==> config.mk <==
export PLATFORM = sky130hd
export DESIGN_NAME = uart_cmd_tx
export DESIGN_NICKNAME = d
export VERILOG_FILES = /design/src/rtl/uart_cmd_tx.sv
export SDC_FILE = /design/constraint.sdc
export NUM_CORES = 1
export LEC_CHECK = 0
export ABC_AREA = 1
export ABC_CLOCK_PERIOD_IN_PS = 1650
export CAP_MARGIN = 20
export CORE_MARGIN = 2
export CORE_UTILIZATION = 59
export DETAILED_ROUTE_END_ITERATION = 16
export GPL_TIMING_DRIVEN = 0
export PLACE_DENSITY = 0.8
export SYNTH_ARGS = -nofsm -noshare
export SYNTH_HDL_FRONTEND = slang
export SYNTH_SLANG_ARGS = --single-unit
export TNS_END_PERCENT = 30
==> constraint.sdc <==
create_clock -name sys_clk -period 1.65 [get_ports sys_clk]
set_input_delay 0.165 -clock sys_clk [delete_from_list [all_inputs] [get_ports sys_clk]]
set_output_delay 0.165 -clock sys_clk [all_outputs]
set_load 0.02 [all_outputs]
==> src/rtl/uart_cmd_tx.sv <==
// ----------------------------------------------------------------------------
// uart_cmd_tx
// ----------------------------------------------------------------------------
// Sends a six-bit robot command as one 8N1 UART byte. A new frame goes out
// whenever the command differs from the byte most recently sent. The current
// byte is also resent once per refresh period so that a receiver which missed
// a frame catches up again.
//
// Parameters
//   CLKS_PER_BIT    sys_clk cycles per UART bit
//   REFRESH_CYCLES  sys_clk cycles between forced resends of the current byte
//
// Ports
//   sys_clk                 in   system clock, all logic on the rising edge
//   rst                     in   synchronous active-high reset
//   en                      in   transmit enable, 0 blocks new frame launches
//   move_forward_signal     in   command bit 0
//   move_backward_signal    in   command bit 1
//   turn_left_signal        in   command bit 2
//   turn_right_signal       in   command bit 3
//   place_barrier_signal    in   command bit 4
//   destroy_barrier_signal  in   command bit 5
//   tx                      out  UART serial line, idle high
//   busy                    out  high while a frame is on the line
//   frame_done              out  one-cycle pulse in the last cycle of STOP
//   last_byte               out  byte most recently launched
// ----------------------------------------------------------------------------
module uart_cmd_tx #(
   parameter int CLKS_PER_BIT   = 10416,
   parameter int REFRESH_CYCLES = 10000000
) (
   input  logic       sys_clk,
   input  logic       rst,
   input  logic       en,
   input  logic       move_forward_signal,
   input  logic       move_backward_signal,
   input  logic       turn_left_signal,
   input  logic       turn_right_signal,
   input  logic       place_barrier_signal,
   input  logic       destroy_barrier_signal,
   output logic       tx,
   output logic       busy,
   output logic       frame_done,
   output logic [7:0] last_byte
);

   localparam int CNT_W = (CLKS_PER_BIT > 1) ? $clog2(CLKS_PER_BIT) : 1;
   localparam int REF_W = (REFRESH_CYCLES > 1) ? $clog2(REFRESH_CYCLES) : 1;

   localparam logic [CNT_W-1:0] BIT_LAST = CNT_W'(CLKS_PER_BIT - 1);
   localparam logic [CNT_W-1:0] STOP_PRE = CNT_W'((CLKS_PER_BIT > 1) ? (CLKS_PER_BIT - 2) : 0);
   localparam logic [REF_W-1:0] REF_LAST = REF_W'(REFRESH_CYCLES - 1);
   localparam logic             ONE_CLK_BIT = (CLKS_PER_BIT == 1);

   typedef enum logic [1:0] {
      IDLE,
      START,
      DATA,
      STOP
   } state_t;

   state_t           state;
   logic [CNT_W-1:0] clk_cnt;
   logic [2:0]       bit_idx;
   logic [7:0]       shift_reg;
   logic [REF_W-1:0] refresh_cnt;
   logic             refresh_pending;

   logic [7:0]       cmd_byte;
   logic             bit_end;
   logic             refresh_wrap;
   logic             launch;

   // The command byte is assembled straight from the inputs, which already
   // live in the sys_clk domain. The two top bits are reserved and always 0.
   assign cmd_byte = {2'b00,
                      destroy_barrier_signal,
                      place_barrier_signal,
                      turn_right_signal,
                      turn_left_signal,
                      move_backward_signal,
                      move_forward_signal};

   // A frame starts only from IDLE, only while enabled, and only if there is
   // something worth sending: a changed command or an expired refresh period.
   // Changes that happen during a frame are picked up here afterwards, so
   // intermediate values may never reach the line.
   assign bit_end      = (clk_cnt == BIT_LAST);
   assign refresh_wrap = (refresh_cnt == REF_LAST);
   assign launch       = (state == IDLE) && en &&
                         ((cmd_byte != last_byte) || refresh_pending);

   // Free-running refresh timer. The pending flag survives any length of
   // disabled time and is cleared only by a launch; a wrap landing on the
   // launch cycle wins so that the next period is not lost.
   always_ff @(posedge sys_clk) begin
      if (rst) begin
         refresh_cnt     <= '0;
         refresh_pending <= 1'b0;
      end else begin
         if (refresh_wrap) begin
            refresh_cnt <= '0;
         end else begin
            refresh_cnt <= refresh_cnt + REF_W'(1);
         end

         if (refresh_wrap) begin
            refresh_pending <= 1'b1;
         end else if (launch) begin
            refresh_pending <= 1'b0;
         end
      end
   end

   // Frame sequencer. Every output is a register so tx never glitches.
   // Each state holds for CLKS_PER_BIT cycles; the bit value is loaded into
   // tx on the edge that enters the bit, which is why tx goes low the cycle
   // after a launch. frame_done is raised one cycle early so that it is high
   // exactly during the final STOP cycle, letting the next frame launch in
   // the very next cycle.
   always_ff @(posedge sys_clk) begin
      if (rst) begin
         state      <= IDLE;
         clk_cnt    <= '0;
         bit_idx    <= '0;
         shift_reg  <= '0;
         tx         <= 1'b1;
         busy       <= 1'b0;
         frame_done <= 1'b0;
         last_byte  <= 8'h00;
      end else begin
         case (state)
            IDLE: begin
               tx         <= 1'b1;
               busy       <= 1'b0;
               frame_done <= 1'b0;
               clk_cnt    <= '0;
               bit_idx    <= '0;
               if (launch) begin
                  state     <= START;
                  tx        <= 1'b0;
                  busy      <= 1'b1;
                  shift_reg <= cmd_byte;
                  last_byte <= cmd_byte;
               end
            end

            START: begin
               if (bit_end) begin
                  state     <= DATA;
                  clk_cnt   <= '0;
                  bit_idx   <= '0;
                  tx        <= shift_reg[0];
                  shift_reg <= {1'b0, shift_reg[7:1]};
               end else begin
                  clk_cnt <= clk_cnt + CNT_W'(1);
               end
            end

            DATA: begin
               if (bit_end) begin
                  clk_cnt <= '0;
                  if (bit_idx == 3'd7) begin
                     state      <= STOP;
                     tx         <= 1'b1;
                     frame_done <= ONE_CLK_BIT;
                  end else begin
                     bit_idx   <= bit_idx + 3'd1;
                     tx        <= shift_reg[0];
                     shift_reg <= {1'b0, shift_reg[7:1]};
                  end
               end else begin
                  clk_cnt <= clk_cnt + CNT_W'(1);
               end
            end

            STOP: begin
               if (bit_end) begin
                  state      <= IDLE;
                  clk_cnt    <= '0;
                  busy       <= 1'b0;
                  frame_done <= 1'b0;
               end else begin
                  clk_cnt    <= clk_cnt + CNT_W'(1);
                  frame_done <= (clk_cnt == STOP_PRE);
               end
            end

            default: begin
               state <= IDLE;
               tx    <= 1'b1;
               busy  <= 1'b0;
            end
         endcase
      end
   end

endmodule

; ---- Yosys cells after proc, flatten, opt, wreduce, memory -nomap -nowiden
; Cells that the tools add are included.
[classes]
multipliers = 0
muxes = 31
shifts = 0
eq_ne = 14
bitwise = 0
n_div = 0
magnitude_cmp = 0
addsub = 3
reduce_logical = 17
[ops]
columns = op, count
row1 = two-way mux 8 bit, 4
row2 = == test 14 bit (second input constant), 2
row3 = case mux 14 bit (2 select lines), 1
row4 = adder 24 x 1 -> 24 bit (second input constant), 1
row5 = == test 24 bit (second input constant), 1
row6 = case mux 8 bit (3 select lines), 1
row7 = adder 14 x 1 -> 14 bit (second input constant), 1
row8 = two-way mux 14 bit, 1
row9 = inequality test 2 bit (second input constant), 6
row10 = two-way mux 1 bit, 11
row11 = two-way mux 2 bit, 5
row12 = AND reduction 5 bit, 2
row13 = two-way mux 3 bit, 3
row14 = case mux 3 bit (3 select lines), 1
row15 = case mux 2 bit (4 select lines), 1
row16 = inequality test 6 bit, 1
row17 = case mux 1 bit (3 select lines), 2
row18 = AND reduction 3 bit, 2
row19 = nonzero test 3 bit, 2
row20 = == test 2 bit (second input constant), 2
row21 = AND reduction 2 bit, 2
row22 = AND reduction 4 bit, 1
row23 = nonzero test 2 bit, 2
row24 = adder 3 x 1 -> 3 bit (second input constant), 1
row25 = 8 further kinds, 9
[totals]
mem_bits_rw = 0
mem_count = 0
inputBits = 9
out_inout_bits = 11
ff_bits = 61
latch_bits = 0
rom_bits = 0

; ---- Depth between registers and ports, before layout
; Gate-level depths: netlist of run 1.
[depth]
word_depth = 5
mapped_depth = 11
ltp_nobuf = 11

; ---- Worst setup path before layout of run 1
; Ideal clock, no wire load.
[synth_timing]
path_type = flip-flop to flip-flop
start = reg state[0]
end = reg shift_reg[0]
stages_incl_launch_ff = 9
period_less_slack_ps = 1522
t_arrival_ps = 1409
setup_slack_ps = 128
setup_time_ps = 113
cell_sequence = dfxtp_1 inv_1 ha_1 inv_1 nand2_1 a21oi_4 nand2_4 nor2_1 nor2_1
[synth_via]
elab_chain_cells = 5
elab_cells_between_ends = 12
classes_between = eq/ne: 6 / mux: 1 / reduce/logical: 5
[synth_rtl]
columns = element, line
row1 = "start, declared", 62  ; state_t state;
row2 = "start signal, assigned", 123  ; state <= IDLE;
row3 = "start signal, assigned", 140  ; state <= START;
row4 = "start signal, assigned", 150  ; state <= DATA;
row5 = zero test 2 bit, "90, 132"
row6 = logical AND 1 bit (2 in series), 90  ; assign launch = (state == IDLE) && en &&
row7 = inequality test 2 bit (no line), n/a
row8 = AND reduction 5 bit (no line), n/a
row9 = "end signal, assigned", 143  ; shift_reg <= cmd_byte;
row10 = "end signal, assigned", 154  ; shift_reg <= {1'b0, shift_reg[7:1]};
row11 = "end signal, assigned", 170  ; shift_reg <= {1'b0, shift_reg[7:1]};
row12 = "end, declared", 65  ; logic [7:0] shift_reg;
; Parallel ways exist; a longest one is shown, timed or not.
; A chain may end at the register's enable or synchronous reset.

; ---- Worst setup path in the final report of run 1
[layout_timing]
start = reg clk_cnt[1]
end = reg state[1]
[layout_via]
elab_chain_cells = 3
elab_cells_between_ends = 5
classes_between = eq/ne: 4 / reduce/logical: 1
[layout_rtl]
columns = element, line
row1 = "start, declared", 63  ; logic [CNT_W-1:0] clk_cnt;
row2 = "start signal, assigned", 156  ; clk_cnt <= clk_cnt + CNT_W'(1);
row3 = "start signal, assigned", 173  ; clk_cnt <= clk_cnt + CNT_W'(1);
row4 = "start signal, assigned", 184  ; clk_cnt <= clk_cnt + CNT_W'(1);
row5 = == test 14 bit *, 88  ; assign bit_end = (clk_cnt == BIT_LAST);
row6 = inequality test 2 bit (no line), n/a
row7 = AND reduction 5 bit (no line) *, n/a
; Every way passes the cells marked *; elsewhere a longest branch is shown, timed or not.

==> impl_metrics.env, run 1 <==
export IMPL_first_iter_violations=156
export IMPL_placeableCoreArea_um2=5040
export IMPL_synth_seq_area_share_pct=39.0
export IMPL_holdWs_ns=0.239
export IMPL_met1_length_mm=3.01
export IMPL_ys_seq_elements=59
export IMPL_grt_overflow_total=0
export IMPL_die_h_um=75.7
export IMPL_hold_viol_final=0
export IMPL_finalCriticalPeriod_ns=1.62
export IMPL_synth_cells=438
export IMPL_cts_hold_buf=0
export IMPL_routed_top_layer="met4"
export IMPL_regMostFlops="refresh_cnt"
export IMPL_clock_fmax_mhz=618
export IMPL_final_core_util_pct=73.7
export IMPL_wl_met2_mm=3.16
export IMPL_clk_latency_ns=0.34
export IMPL_port_buffers=16
export IMPL_grt_max_degree=11
export IMPL_routedWlPerCell_um=12.0
export IMPL_vias=2844
export IMPL_path_clk_slew_ns=0.07
export IMPL_dpl_hpwl_mm=4.34
export IMPL_dr_pass1_iters=5
export IMPL_fill_cells=399
export IMPL_largest_reg_flops=24
export IMPL_top_regs="refresh_cnt x24, clk_cnt x14"
export IMPL_maxSlewViolCount=0
export IMPL_fin_skew_ns=0.00628
export IMPL_rows=26
export IMPL_crit_fanout=5
export IMPL_h_tree_depth=3
export IMPL_critPathKind="register to register"
export IMPL_p_per_area_nw_per_um2=1370
export IMPL_end_kind="register"
export IMPL_area_growth_pct=22.7
export IMPL_first_global_vias=2501
export IMPL_gp_congestion=0.855
export IMPL_syn_area_um2=3030
export IMPL_rsz0062_at_grt="true"
export IMPL_period_share_pct=98.1
export IMPL_ios=20
export IMPL_arrival_ns=1.84
export IMPL_ir_drop_mv=0.773
export IMPL_cts_root_buf="clkbuf_8"
export IMPL_cts_tree="yes"
export IMPL_status="completed"
export IMPL_hp_class="input pin to register"
export IMPL_routed_wl_met3_um=363
export IMPL_antenna_left=0
export IMPL_worstPathRequired_ns=1.87
export IMPL_clkSinkCount=59
export IMPL_dieArea_um2=5720
export IMPL_antenna_found_initial=0
export IMPL_layout_commonest_cell="nand2_1"
export IMPL_routed_via_density=5.16
export IMPL_grtUsageTotal_pct=23.8
export IMPL_syn_avg_cell_area_um2=6.92
export IMPL_drc=0
export IMPL_finalPower_mw=5.11
export IMPL_static_leakage_power_nw=1.53
export IMPL_yosys_warnings=0
export IMPL_routed_wl_mm=6.63
export IMPL_start_util_pct=60.1
export IMPL_startpoint_type="register"
export IMPL_layout_common_cells="93 x nand2_1, 61 x nor2_1, 53 x dfxtp_1"
export IMPL_synth_cell_types=33
export IMPL_grt_pass1_wl_mm=10.3
export IMPL_drive_gt1_share_pct=17.0
export IMPL_final_nets=498
export IMPL_die_w_um=75.7
export IMPL_setup_viol=0
export IMPL_clk_path_buf_depth=2
export IMPL_numCtsBuffers=9
export IMPL_antennaDiodeCount=0
export IMPL_max_cap_violations=0
-- Yosys cell counts (all sizes together) --
cell type,number,share of area (%)
a21oi,40,7.0
a211oi,1,0.25
nor3b,1,0.25
o211ai,2,0.50
nor2,73,10
dfxtp,59,39
ha,11,4.5
conb,1,0.12
nand4,4,0.83
nand2,105,14
xor2,7,2.0
buf,7,1.6
nand3b,1,0.25
xnor2,3,0.87
or2,7,1.4
nor3,7,1.3
nand3,27,4.6
nor4,1,0.21
inv,56,6.9
o21bai,1,0.37
o21ai,22,3.6
clkbuf,2,0.25
-- critical path, cell delays in order (launching register included) --
cell and delay, ns:
dfxtp_4 0.37, ha_4 0.14, nand2_4 0.05, nor2_4 0.09, inv_2 0.05, nor2_4 0.12, nand2_4 0.08, a21oi_1 0.33
nand3_1 0.14, nand2_1 0.09, nor2_1 0.04
-- cells by family (layout without fill, tap and decap cells) --
group / Yosys count / count (layout) / synth area share (%)
xor gates and xnor gates: 10 / 10 / 2.89
other: 1 / 2 / 0.124
and+or+nand+nor: 226 / 227 / 33.0
DFF: 59 / 59 / 39.0
buffers and inverters: 65 / 106 / 8.76
adders and majority gates: 11 / 11 / 4.54
AOI/OAI and AO/OA: 66 / 66 / 11.7
-- routing by layer --
metal / track usage [%] / vias up
met4: 12.5 / 0
met3: 7.01 / 11
met2: 39.2 / 86
met1: 28.0 / 1280
li1: - / 1467
met5: 0 / -
-- cell type report --
class / count / area [µm²] / area share, %
Clock inverter: 2 / 35.0 / 0.942
Sequential cell: 59 / 1200 / 32.2
Inverter: 56 / 210 / 5.65
Timing Repair Buffer: 28 / 250 / 6.73
Clock buffer: 12 / 165 / 4.44
Tap cell: 70 / 87.6 / 2.36
Multi-Input combinational cell: 316 / 1710 / 46.1
Buffer: 8 / 58.8 / 1.58
-- report_power, final --
| group | switching (mW) | internal (mW) | leakage (nW) |
|---|---|---|---|
| Sequential | 0.127 | 1.62 | 0.483 |
| Clock | 0.557 | 0.802 | 0.104 |
| Combinational | 1.19 | 0.807 | 0.941 |
-- repair_timing --
item / CTS / global route
pin swaps: 4 / 8
endpoints found under the setup margin: 33 / 45
hold endpoints to repair: 0 / 0
gates resized for setup: 10 / 34
setup buffers: 6 / 4
gates cloned: 1 / 2
-- stage by stage --
stage	cell area (µm²)	setup WS [ns]	setup TNS [ns]	cells
finish	3720	0.0318	0	551
global route	3720	-0.0626	-0.405	551
CTS	3550	-0.000703	-0.000703	545
detailed placement	3280	-0.235	-4.66	525
global placement	3280	-0.193	-3.94	525
floorplan	3030	0.128	0	439
-- path summary, 6_finish.rpt --
path / start / end / slack [ns] / depth (start not counted)
setup / recovery: clk_cnt[1] / state[1] / 0.03 / 10
hold / removal: rst / bit_idx[1] / 0.24 / 2
setup reg to reg: clk_cnt[1] / state[1] / 0.03 / 10
hold reg to reg: bit_idx[1] / bit_idx[1] / 0.47 / 2
(Power assumes the default switching activity.)
==> run 2, diff against run 1 <==
--- a/config.mk
+++ b/config.mk
@@ -13,6 +13,7 @@
 export DETAILED_ROUTE_END_ITERATION = 16
 export GPL_TIMING_DRIVEN = 0
 export PLACE_DENSITY = 0.8
+export SLEW_MARGIN = 5
 export SYNTH_ARGS = -nofsm -noshare
 export SYNTH_HDL_FRONTEND = slang
 export SYNTH_SLANG_ARGS = --single-unit
==> results of run 2 <==
No change in the layout: final DEF, timing and power equal those of run 1.
==> run 3, diff against run 2 <==
--- a/config.mk
+++ b/config.mk
@@ -7,9 +7,9 @@
 export LEC_CHECK = 0
 export ABC_AREA = 1
 export ABC_CLOCK_PERIOD_IN_PS = 1650
-export CAP_MARGIN = 20
 export CORE_MARGIN = 2
 export CORE_UTILIZATION = 59
+export CTS_CLUSTER_SIZE = 12
 export DETAILED_ROUTE_END_ITERATION = 16
 export GPL_TIMING_DRIVEN = 0
 export PLACE_DENSITY = 0.8
==> results of run 3 <==
No change in the layout: final DEF, timing and power equal those of run 1.
